$ cat src/rtl/aes_keyslot_ctrl_if.sv
// Register access bus between the AXI-lite adapter and the key-slot controller.
// rdata is combinational and only meaningful while en is high.
interface aes_keyslot_ctrl_if #(
    parameter int ADDR_W = 8
);
    logic              en;
    logic              we;
    logic [ADDR_W-1:0] addr;
    logic [31:0]       wdata;
    logic [31:0]       rdata;

    modport master (output en, output we, output addr, output wdata, input rdata);
    modport slave  (input en, input we, input addr, input wdata, output rdata);
endinterface

$ cat src/rtl/aes_keyslot_ctrl.sv
// MMIO front end and start/busy/done sequencer for a 128-bit block cipher core:
// write-only key slots, PT/CT registers, timeout, zeroization and interrupt.
module aes_keyslot_ctrl #(
    parameter int NUM_KEYS  = 4,
    parameter int KEY_WORDS = 6,
    parameter int ADDR_W    = 8,
    parameter int TIMEOUT   = 255
) (
    input  logic                   clk_i,
    input  logic                   rst_i,
    aes_keyslot_ctrl_if.slave      bus,
    input  logic [3:0]             reglk_i,
    input  logic                   debug_mode_i,
    output logic                   core_start_o,
    output logic [127:0]           core_pt_o,
    output logic [32*KEY_WORDS-1:0] core_key_o,
    input  logic [127:0]           core_ct_i,
    input  logic                   core_valid_i,
    output logic                   irq_o,
    output logic [1:0]             dbg_state_o
);
    localparam int NKW      = NUM_KEYS * KEY_WORDS;
    localparam int KI_W     = $clog2(NKW);
    localparam int KEY_BASE = 16;

    typedef enum logic [1:0] {IDLE = 2'd0, LOAD = 2'd1, RUN = 2'd2, ZERO = 2'd3} state_t;

    state_t          state_q, state_d;
    logic [7:0]      cnt_q, cnt_d;
    logic [KI_W-1:0] zidx_q, zidx_d;
    logic [31:0]     key_q [NKW];
    logic [31:0]     key_d [NKW];
    logic [31:0]     pt_q [4];
    logic [31:0]     pt_d [4];
    logic [31:0]     ct_q [4];
    logic [31:0]     ct_d [4];
    logic [2:0]      key_sel_q, key_sel_d;
    logic            irq_en_q, irq_en_d;
    logic            done_q, done_d;
    logic            err_q, err_d;

    logic [31:0]     a32;
    logic            wr, busy, sel_ok, ctrl_wr, pt_hit, ct_hit, key_hit;
    logic [KI_W-1:0] kidx;

    assign a32     = 32'(bus.addr);
    assign wr      = bus.en & bus.we;
    assign busy    = (state_q != IDLE);
    assign sel_ok  = 32'(key_sel_q) < 32'(NUM_KEYS);
    assign ctrl_wr = wr && (a32 == 32'd0) && !reglk_i[2];
    assign pt_hit  = (a32 >= 32'd4) && (a32 <= 32'd7);
    assign ct_hit  = (a32 >= 32'd8) && (a32 <= 32'd11);
    assign key_hit = (a32 >= 32'(KEY_BASE)) && (a32 < 32'(KEY_BASE + NKW));
    assign kidx    = KI_W'(a32 - 32'(KEY_BASE));

    always_ff @(posedge clk_i or posedge rst_i) begin
        if (rst_i) begin
            state_q   <= IDLE;
            cnt_q     <= '0;
            zidx_q    <= '0;
            key_sel_q <= '0;
            irq_en_q  <= 1'b0;
            done_q    <= 1'b0;
            err_q     <= 1'b0;
            for (int i = 0; i < NKW; i++) key_q[i] <= '0;
            for (int i = 0; i < 4; i++) begin
                pt_q[i] <= '0;
                ct_q[i] <= '0;
            end
        end else begin
            state_q   <= state_d;
            cnt_q     <= cnt_d;
            zidx_q    <= zidx_d;
            key_sel_q <= key_sel_d;
            irq_en_q  <= irq_en_d;
            done_q    <= done_d;
            err_q     <= err_d;
            key_q     <= key_d;
            pt_q      <= pt_d;
            ct_q      <= ct_d;
        end
    end

    always_comb begin
        state_d   = state_q;
        cnt_d     = cnt_q;
        zidx_d    = zidx_q;
        key_d     = key_q;
        pt_d      = pt_q;
        ct_d      = ct_q;
        key_sel_d = key_sel_q;
        irq_en_d  = irq_en_q;
        done_d    = done_q;
        err_d     = err_q;

        // Software writes first so that hardware status updates below override w1c.
        if (ctrl_wr) irq_en_d = bus.wdata[2];
        if (wr && a32 == 32'd1) begin
            if (bus.wdata[2]) err_d = 1'b0;
            if (bus.wdata[1]) done_d = 1'b0;
        end
        if (wr && !busy) begin
            if (a32 == 32'd2) key_sel_d = bus.wdata[2:0];
            if (pt_hit && !reglk_i[0]) pt_d[a32[1:0]] = bus.wdata;
            if (key_hit && !reglk_i[1]) key_d[kidx] = bus.wdata;
        end

        case (state_q)
            IDLE: begin
                if (ctrl_wr && bus.wdata[1]) begin
                    state_d = ZERO;
                    zidx_d  = '0;
                    for (int i = 0; i < 4; i++) begin
                        pt_d[i] = '0;
                        ct_d[i] = '0;
                    end
                end else if (ctrl_wr && bus.wdata[0]) begin
                    if (debug_mode_i || !sel_ok) begin
                        err_d = 1'b1;
                    end else begin
                        state_d = LOAD;
                        done_d  = 1'b0;
                        err_d   = 1'b0;
                    end
                end
            end
            LOAD: begin
                state_d = RUN;
                cnt_d   = '0;
            end
            RUN: begin
                if (core_valid_i) begin
                    for (int i = 0; i < 4; i++) ct_d[i] = core_ct_i[32*i +: 32];
                    done_d  = 1'b1;
                    state_d = IDLE;
                end else if (cnt_q == 8'(TIMEOUT - 1)) begin
                    err_d   = 1'b1;
                    state_d = IDLE;
                end else begin
                    cnt_d = cnt_q + 8'd1;
                end
            end
            ZERO: begin
                key_d[zidx_q] = '0;
                if (zidx_q == KI_W'(NKW - 1)) begin
                    done_d  = 1'b1;
                    state_d = IDLE;
                end else begin
                    zidx_d = zidx_q + 1'b1;
                end
            end
            default: state_d = IDLE;
        endcase
    end

    always_comb begin
        bus.rdata = '0;
        if (bus.en) begin
            if (a32 == 32'd0)      bus.rdata = {29'd0, irq_en_q, 2'b00};
            else if (a32 == 32'd1) bus.rdata = {29'd0, err_q, done_q, busy};
            else if (a32 == 32'd2) bus.rdata = {29'd0, key_sel_q};
            else if (pt_hit)       bus.rdata = pt_q[a32[1:0]];
            else if (ct_hit)       bus.rdata = reglk_i[3] ? 32'd0 : ct_q[a32[1:0]];
        end
    end

    // Key leaves the block only for a valid slot and never while debug is active.
    always_comb begin
        core_key_o = '0;
        if (sel_ok && !debug_mode_i) begin
            for (int w = 0; w < KEY_WORDS; w++)
                core_key_o[32*(KEY_WORDS-1-w) +: 32] = key_q[KI_W'(32'(key_sel_q) * KEY_WORDS + w)];
        end
    end

    assign core_start_o = (state_q == LOAD);
    assign core_pt_o    = {pt_q[3], pt_q[2], pt_q[1], pt_q[0]};
    assign irq_o        = irq_en_q & (done_q | err_q);
    assign dbg_state_o  = state_q;
endmodule
$ cat src/flat_wrapper.sv
// flat-port wrapper written by rule: the top's interface ports become plain ports
module aes_keyslot_ctrl_flat 
#(
    parameter int NUM_KEYS  = 4,
    parameter int KEY_WORDS = 6,
    parameter int ADDR_W    = 8,
    parameter int TIMEOUT   = 255
)
  (clk_i, rst_i, reglk_i, debug_mode_i, core_start_o, core_pt_o, core_key_o, core_ct_i, core_valid_i, irq_o, dbg_state_o, bus_en, bus_we, bus_addr, bus_wdata, bus_rdata);
  aes_keyslot_ctrl_if #(.ADDR_W(ADDR_W)) bus_i ();
  input  logic clk_i;
  input  logic rst_i;
  input  logic [3:0] reglk_i;
  input  logic debug_mode_i;
  output logic core_start_o;
  output logic [127:0] core_pt_o;
  output logic [32*KEY_WORDS-1:0] core_key_o;
  input  logic [127:0] core_ct_i;
  input  logic core_valid_i;
  output logic irq_o;
  output logic [1:0] dbg_state_o;
  input wire logic [$bits(bus_i.en)-1:0] bus_en;
  input wire logic [$bits(bus_i.we)-1:0] bus_we;
  input wire logic [$bits(bus_i.addr)-1:0] bus_addr;
  input wire logic [$bits(bus_i.wdata)-1:0] bus_wdata;
  output wire logic [$bits(bus_i.rdata)-1:0] bus_rdata;
  assign bus_i.en = bus_en;
  assign bus_i.we = bus_we;
  assign bus_i.addr = bus_addr;
  assign bus_i.wdata = bus_wdata;
  assign bus_rdata = bus_i.rdata;
  aes_keyslot_ctrl #(.NUM_KEYS(NUM_KEYS), .KEY_WORDS(KEY_WORDS), .ADDR_W(ADDR_W), .TIMEOUT(TIMEOUT)) u_core (.clk_i(clk_i), .rst_i(rst_i), .bus(bus_i), .reglk_i(reglk_i), .debug_mode_i(debug_mode_i), .core_start_o(core_start_o), .core_pt_o(core_pt_o), .core_key_o(core_key_o), .core_ct_i(core_ct_i), .core_valid_i(core_valid_i), .irq_o(irq_o), .dbg_state_o(dbg_state_o));
endmodule
$ cat config.mk
export PLATFORM = sky130hd
export DESIGN_NAME = aes_keyslot_ctrl_flat
export DESIGN_NICKNAME = d
export VERILOG_FILES = /design/src/rtl/aes_keyslot_ctrl_if.sv /design/src/rtl/aes_keyslot_ctrl.sv /design/src/flat_wrapper.sv
export SDC_FILE = /design/constraint.sdc
export NUM_CORES = 2
export LEC_CHECK = 0
export ABC_CLOCK_PERIOD_IN_PS = 83500
export BUFFER_PORTS_ARGS = -buffer_cell sky130_fd_sc_hd__buf_2
export CORE_UTILIZATION = 65
export DETAILED_ROUTE_END_ITERATION = 8
export PLACE_DENSITY = 0.91
export SLEW_MARGIN = 20
export SYNTH_ARGS = -nofsm -noshare
export SYNTH_HDL_FRONTEND = slang
export SYNTH_SLANG_ARGS = --single-unit
$ cat constraint.sdc
create_clock -name clk_i -period 83.5 [get_ports clk_i]
set_input_delay 0 -clock clk_i [delete_from_list [all_inputs] [get_ports clk_i]]
set_output_delay 0 -clock clk_i [all_outputs]
set_load 0.01 [all_outputs]
# Word level (Yosys, flattened, before mapping)
# Index checks and enable logic that the tools add are counted.
# totals
reg_bits	1045
inputBits	178
out_inout_bits	356
elab_cells	209
# classes
n_lt_le_gt_ge	19
n_mul	1
eq_ne	16
muxes	79
reduce_logical	33
n_bitwise	14
n_addsub	8
# ops
op	count
768-bit 2-to-1 mux	3
32-bit binary-select mux with 5-bit select	6
32-bit 2-to-1 mux	26
768-bit bitwise AND	1
768-bit bitwise mux	1
128-bit 2-to-1 mux	6
768-bit NOT	1
32-bit demux with 5-bit select	2
128-bit one-hot mux with 2 select lines	1
192-bit 2-to-1 mux	1
32-bit binary-select mux with 2-bit select	2
128-bit bitwise mux	1
32-bit demux with 2-bit select	1
6-bit greater-or-equal comparator (second input constant)	8
5-bit NOT with 6-bit output	8
32-bit logical NOT	1
8-bit 2-to-1 mux	2
8-bit one-hot mux with 2 select lines	1
1-bit logical AND	15
1-bit 2-to-1 mux	14
6-bit by 1-bit < comparator with 1-bit output (second input constant)	2
2-bit 2-to-1 mux	6
5-bit by 1-bit adder with 5-bit output (second input constant)	2
5-bit by 2-bit adder with 5-bit output (second input constant)	2
other kinds (38)	57

# Depth between registers and ports, before layout
# depth
word_depth	11
depth_mapped	12
ltp_nobuf	8

# Worst setup path after synthesis
# No wires, ideal clock.
# synth_timing
path_kind	register to output
start	register u_core.key_sel_q[1]
end	output core_key_o[10]
stages_incl_launch_ff	10
arrival_ps	2538
slack_ps	80962
t_required_ps	83500
n_path_buf	2
cell_sequence	dfrtp_1 ha_1 fa_1 ha_1 xnor3_1 and2_1 buf_2 clkbuf_1 a22oi_1 a21oi_1
# synth_via
elab_chain_len	7
elab_cells_between_ends	9
cone_classes	1 x add/sub; 1 x mul; 1 x order compare; 4 x mux; 1 x bitwise; 1 x reduce/logical
# synth_rtl
item	line_no	rtl
start: declaration	aes_keyslot_ctrl.sv:37	logic [2:0] key_sel_q, key_sel_d;
start signal: assignment	aes_keyslot_ctrl.sv:74	key_sel_q <= key_sel_d;
3-bit by 2-bit multiplier with 4-bit output	aes_keyslot_ctrl.sv:172	core_key_o[32*(KEY_WORDS-1-w) +: 32] = key_q[KI_W'(32'(key_sel_q) * KEY_WORDS + w)];
5-bit by 3-bit adder with 5-bit output	aes_keyslot_ctrl.sv:172	
5-bit NOT with 6-bit output (implied by the code)	aes_keyslot_ctrl.sv:172	
32-bit binary-select mux with 5-bit select	aes_keyslot_ctrl.sv:172	
32-bit 2-to-1 mux (implied by the code) (2 in series)	aes_keyslot_ctrl.sv:172	
192-bit 2-to-1 mux (*)	aes_keyslot_ctrl.sv:170	if (sel_ok && !debug_mode_i) begin
end: declaration	flat_wrapper.sv:17	output logic [32*KEY_WORDS-1:0] core_key_o;
# Mark *: on every way between the ends. The rest lies on a longest branch, timed or not. The select of a mux whose other input is x is not followed.

# Final worst setup path
# layout_timing
start	register u_core.key_sel_q[0]
end	output core_key_o[152]
# layout_via
elab_chain_len	7
elab_cells_between_ends	9
cone_classes	1 x add/sub; 1 x mul; 1 x order compare; 4 x mux; 1 x bitwise; 1 x reduce/logical
# layout_rtl
item	line_no
3-bit by 2-bit multiplier with 4-bit output	aes_keyslot_ctrl.sv:172
5-bit by 1-bit adder with 5-bit output	aes_keyslot_ctrl.sv:172
5-bit NOT with 6-bit output (implied by the code)	aes_keyslot_ctrl.sv:172
32-bit binary-select mux with 5-bit select	aes_keyslot_ctrl.sv:172
32-bit 2-to-1 mux (implied by the code) (2 in series)	aes_keyslot_ctrl.sv:172
192-bit 2-to-1 mux (*)	aes_keyslot_ctrl.sv:170
# Marked as above.

==> key figures <==
Setup path
  – Reg2Reg Capture Point: u_core.ct_q[72]$_DFFE_PP0P_
  – Crit start category: flop
  – Critical Path AT: 7.64 ns
  – FF-to-FF path depth: 6
  – Worst-path fanout max: 147
  – RR Startpoint: u_core.dbg_state_o[1]$_DFFE_PP0P_
  – WP buf/inv: 5
  – Delay-heaviest family, CP: buffers and inverters
  – Most common cell on crit path: buf_4
  – CP Cell Sequence: ha_1 -> fa_4 -> xnor2_4 -> buf_4 -> buf_12 -> buf_4 -> buf_4 -> mux2i_1 -> a41oi_1 -> a211oi_1 -> buf_2
  – CP endpoint kind: output pin
  – CP required: 83.50 ns
  – CP peak stage delay: 1.00 ns
  – Worst path slowest cell: a211oi_1
  – Kind of critical path: reg -> out
  – Setup slack, reg-to-reg: 78.23 ns

Final layout
  – Layout area overhead: 12.4%
  – Most common cell after layout, fill and taps aside: mux2i_1
  – Nets: 7033
  – Share of cells above drive strength 1: 19.6%
  – Most frequent cells in the layout: mux2i_1, dfrtp_1, nor2_1

Yosys
  – Main flop type after synthesis: dfrtp_1
  – Synth async-reset ratio: 100%
  – Synth Area in XOR/XNOR: 0.122%
  – Mapped cell area: 67400 µm²
  – Seq/Total Area, Yosys: 38.8%
  – #FFs+latches synth: 1045
  – Syn_area_per_cell: 10.2 µm²
  – Post-synthesis mux area share: 32.1%
  – Synth unique cells: 63
  – Main combinational cell family by area after synthesis: multiplexers
  – Warnings from Yosys: 0
  – Simple-gate share of the synthesized area: 17.5%
  – Post-Synth Adder-Cell Area: 0.197%
  – Post-synth EDFFs: 0
  – Complex-gate fraction of the synthesized area: 6.00%
  – Syn_nets: 6811
  – Synth Instances: 6623

Clock network
  – Clock tree buffer depth: 3
  – Clock tree from TritonCTS: built
  – Clock sinks: 1045
  – Post-cts sizing count: 0
  – CTS H-tree depth: 3
  – Clk slew on worst S/H paths: 0.07 ns
  – Num CTS Buffers: 111
  – Root buffer cell: clkbuf_16
  – Skew-Pair Late Insertion Delay: 0.74 ns

GRT
  – Global-route wire length before repair: 390 mm
  – Largest net degree at the start of global routing: 254
  – Total track usage: 49.9%
  – Initial antenna violation count: 14
  – Vias in the first global route: 62.5k
  – Overflow after GRT: 0

Routing
  – Routed Wire Length: 265 mm
  – WL per Instance: 31.9 µm
  – First-pass DRT Iterations: 9
  – Detailed-route via count: 63.1k
  – Post-route DRC violation count: 5
  – DR vias/cell: 7.59
  – Detailed Route Iter0 Violations: 11.6k
  – Post-route ant nets: 0

Worst hold path
  – Worst hold path endpoint: u_core.ct_q[118]$_DFFE_PP0P_
  – Hold Path Depth: 4
  – Worst hold path startpoint: core_ct_i[22]
  – Hold crit path type: in -> reg

Die
  – Die Area: 105000 µm²
  – Site Rows: 117
  – Initial Utilization: 65.9%
  – Num ports: 534
  – Height of the chip: 324 µm
  – Core ar.: 102000 µm²
  – Die X: 324 µm

STA
  – Clock Skews: 0.0363 ns
  – Period Utilization, post-route: 9.15%
  – Max Slew Vio Count: 0
  – Minimum clock period: 7.64 ns
  – Final Hold Viols: 0
  – Fmax: 131 MHz
  – Max_slew headroom: 15.3%
  – RSZ-0062 raised after global routing: false
  – Setup-failing EPs final: 0
  – TNS Setup: 0 ns
  – Fin worst setup slack: 75.86 ns
  – Worst slew pin tran: 1.27 ns

Job
  – Max-Cap Viols: 0

Placed design
  – Port Buf Inserts: 533
  – Setup WS pre-CTS: 77.13 ns
  – HPWL after DPL: 148 mm
  – Routability cong.: 0.973

Pwr
  – Pwr dens: 16.0 nW/µm²
  – Leakage dissipation: 39.9 nW
  – VDD IR max: 0.0000168 V

Run status
  – Status: finished, violations left
  – Failing checks: design-rule violations
## registers in the layout, summed over array words and instances, names as in the netlist
signal              count
u_core.cnt_q            8
u_core.core_pt_o      128
u_core.ct_q           128
u_core.dbg_state_o      2
u_core.done_q           1
u_core.err_q            1
u_core.irq_en_q         1
u_core.key_q          768
u_core.key_sel_q        3
u_core.zidx_q           5
## worst max path at each step
stage / startpoint / endpoint / slack, ns / cells past startpoint
after floorplan: rst_i / u_core.cnt_q[0]$_DFFE_PP0P_ / 54.09 / 1
after global placement: u_core.key_sel_q[0]$_DFFE_PP0P_ / core_key_o[152] / 77.29 / 11
after detailed placement: u_core.key_sel_q[0]$_DFFE_PP0P_ / core_key_o[152] / 77.13 / 11
after CTS: u_core.key_sel_q[0]$_DFFE_PP0P_ / core_key_o[152] / 76.37 / 11
after global routing: u_core.key_sel_q[0]$_DFFE_PP0P_ / core_key_o[152] / 75.84 / 11
final: u_core.key_sel_q[0]$_DFFE_PP0P_ / core_key_o[152] / 75.86 / 11
## cell type report
| type | instances | area, µm² |
|---|---|---|
| timing repair buffer | 835 | 5540 |
| tap | 1368 | 1710 |
| clock inverter | 46 | 576 |
| multi-input combinational | 4710 | 38000 |
| sequential | 1045 | 26200 |
| clock buffer | 161 | 3290 |
| antenna | 5 | 12.5 |
| fill | 6340 | 26500 |
| inverter | 142 | 541 |
## routing by layer
metal | global-route usage [%] | vias to the layer above | share of wire, %
met5 | 0 | - | 0.025
met4 | 41.2 | 10 | 9.9
met3 | 21.8 | 2123 | 17
met2 | 70.4 | 6713 | 42
met1 | 58.9 | 30000 | 31
li1 | - | 24200 | -
## power breakdown
| part | leakage [nW] | total, mW | internal (mW) | switching, mW |
|---|---|---|---|---|
| clock network | 1.91 | 0.530 | 0.307 | 0.223 |
| logic | 23.7 | 0.149 | 0.0537 | 0.0954 |
| registers | 14.2 | 0.536 | 0.521 | 0.0149 |
## synth_stat cells, types with 2 or more instances
cell type	n	share of area (%)
a211o_1	2	0.026
nor3b_1	258	2.9
buf_4	27	0.30
o21ai_0	6	0.045
and4bb_2	2	0.037
nor2_1	836	4.7
clkbuf_1	452	2.5
a41oi_1	65	0.84
mux2_2	68	1.1
and4b_1	5	0.074
nor4_1	3	0.028
a31o_1	2	0.026
nand3_1	156	1.2
inv_1	142	0.79
nand3b_1	194	2.2
nor2_2	3	0.028
nor4b_1	5	0.065
a211oi_1	66	0.73
and2_1	3	0.028
and3_1	67	0.62
mux4_2	384	13
buf_1	38	0.21
a221oi_1	3	0.039
a21o_1	3	0.033
a22oi_1	159	1.8
nand4_1	33	0.31
a41o_1	64	0.95
ha_1	9	0.17
nor2b_1	6	0.056
buf_2	209	1.6
dfrtp_1	1045	39
nor4bb_1	7	0.10
xor2_1	4	0.052
or2_2	2	0.019
mux2i_1	1219	18
a22o_1	3	0.039
or3b_2	2	0.026
nor3_1	129	0.96
nand2b_1	4	0.037
and4_1	5	0.065
or3_1	5	0.046
nand2_1	724	4.0
a21oi_1	184	1.4
## metrics by stage
step           instance area, µm²  total power [mW]  util (%)  std cells  hold slack [ns]
3_3_place_gp                70100             0.668      68.5       7922            0.185
2_1_floorplan               67400             0.629         -       6623            0.137
5_1_grt                     75800              1.24      74.1       8309           0.0905
6_report                    75800              1.21      74.1       8312           0.0873
3_5_place_dp                70100             0.674      68.5       7923            0.193
4_1_cts                     75700              1.20      74.0       8303           0.0504
## worst reg2reg max path, cell delays in order (launching register included)
cell     delay (ns)
dfrtp_1        0.85
nor2b_4        0.95
nand2_1        0.23
o21ai_4        0.44
buf_4          0.93
buf_4          0.87
mux2i_1        0.81
## cell families after synthesis
family,after synthesis
XOR/XNOR,7
buffers and inverters,868
multiplexers,1671
flip-flops,1045
AND/OR/NAND/NOR,2455
AO/OA/AOI/OAI,567
adder cells (fa/ha/maj),10
## timing repair
action                    in CTS  in global routing
hold buffers                 173                  0
hold endpoints to repair    1051                  0
buffers inserted               0                  0
No activity file was read; power rests on OpenSTA's default activity.
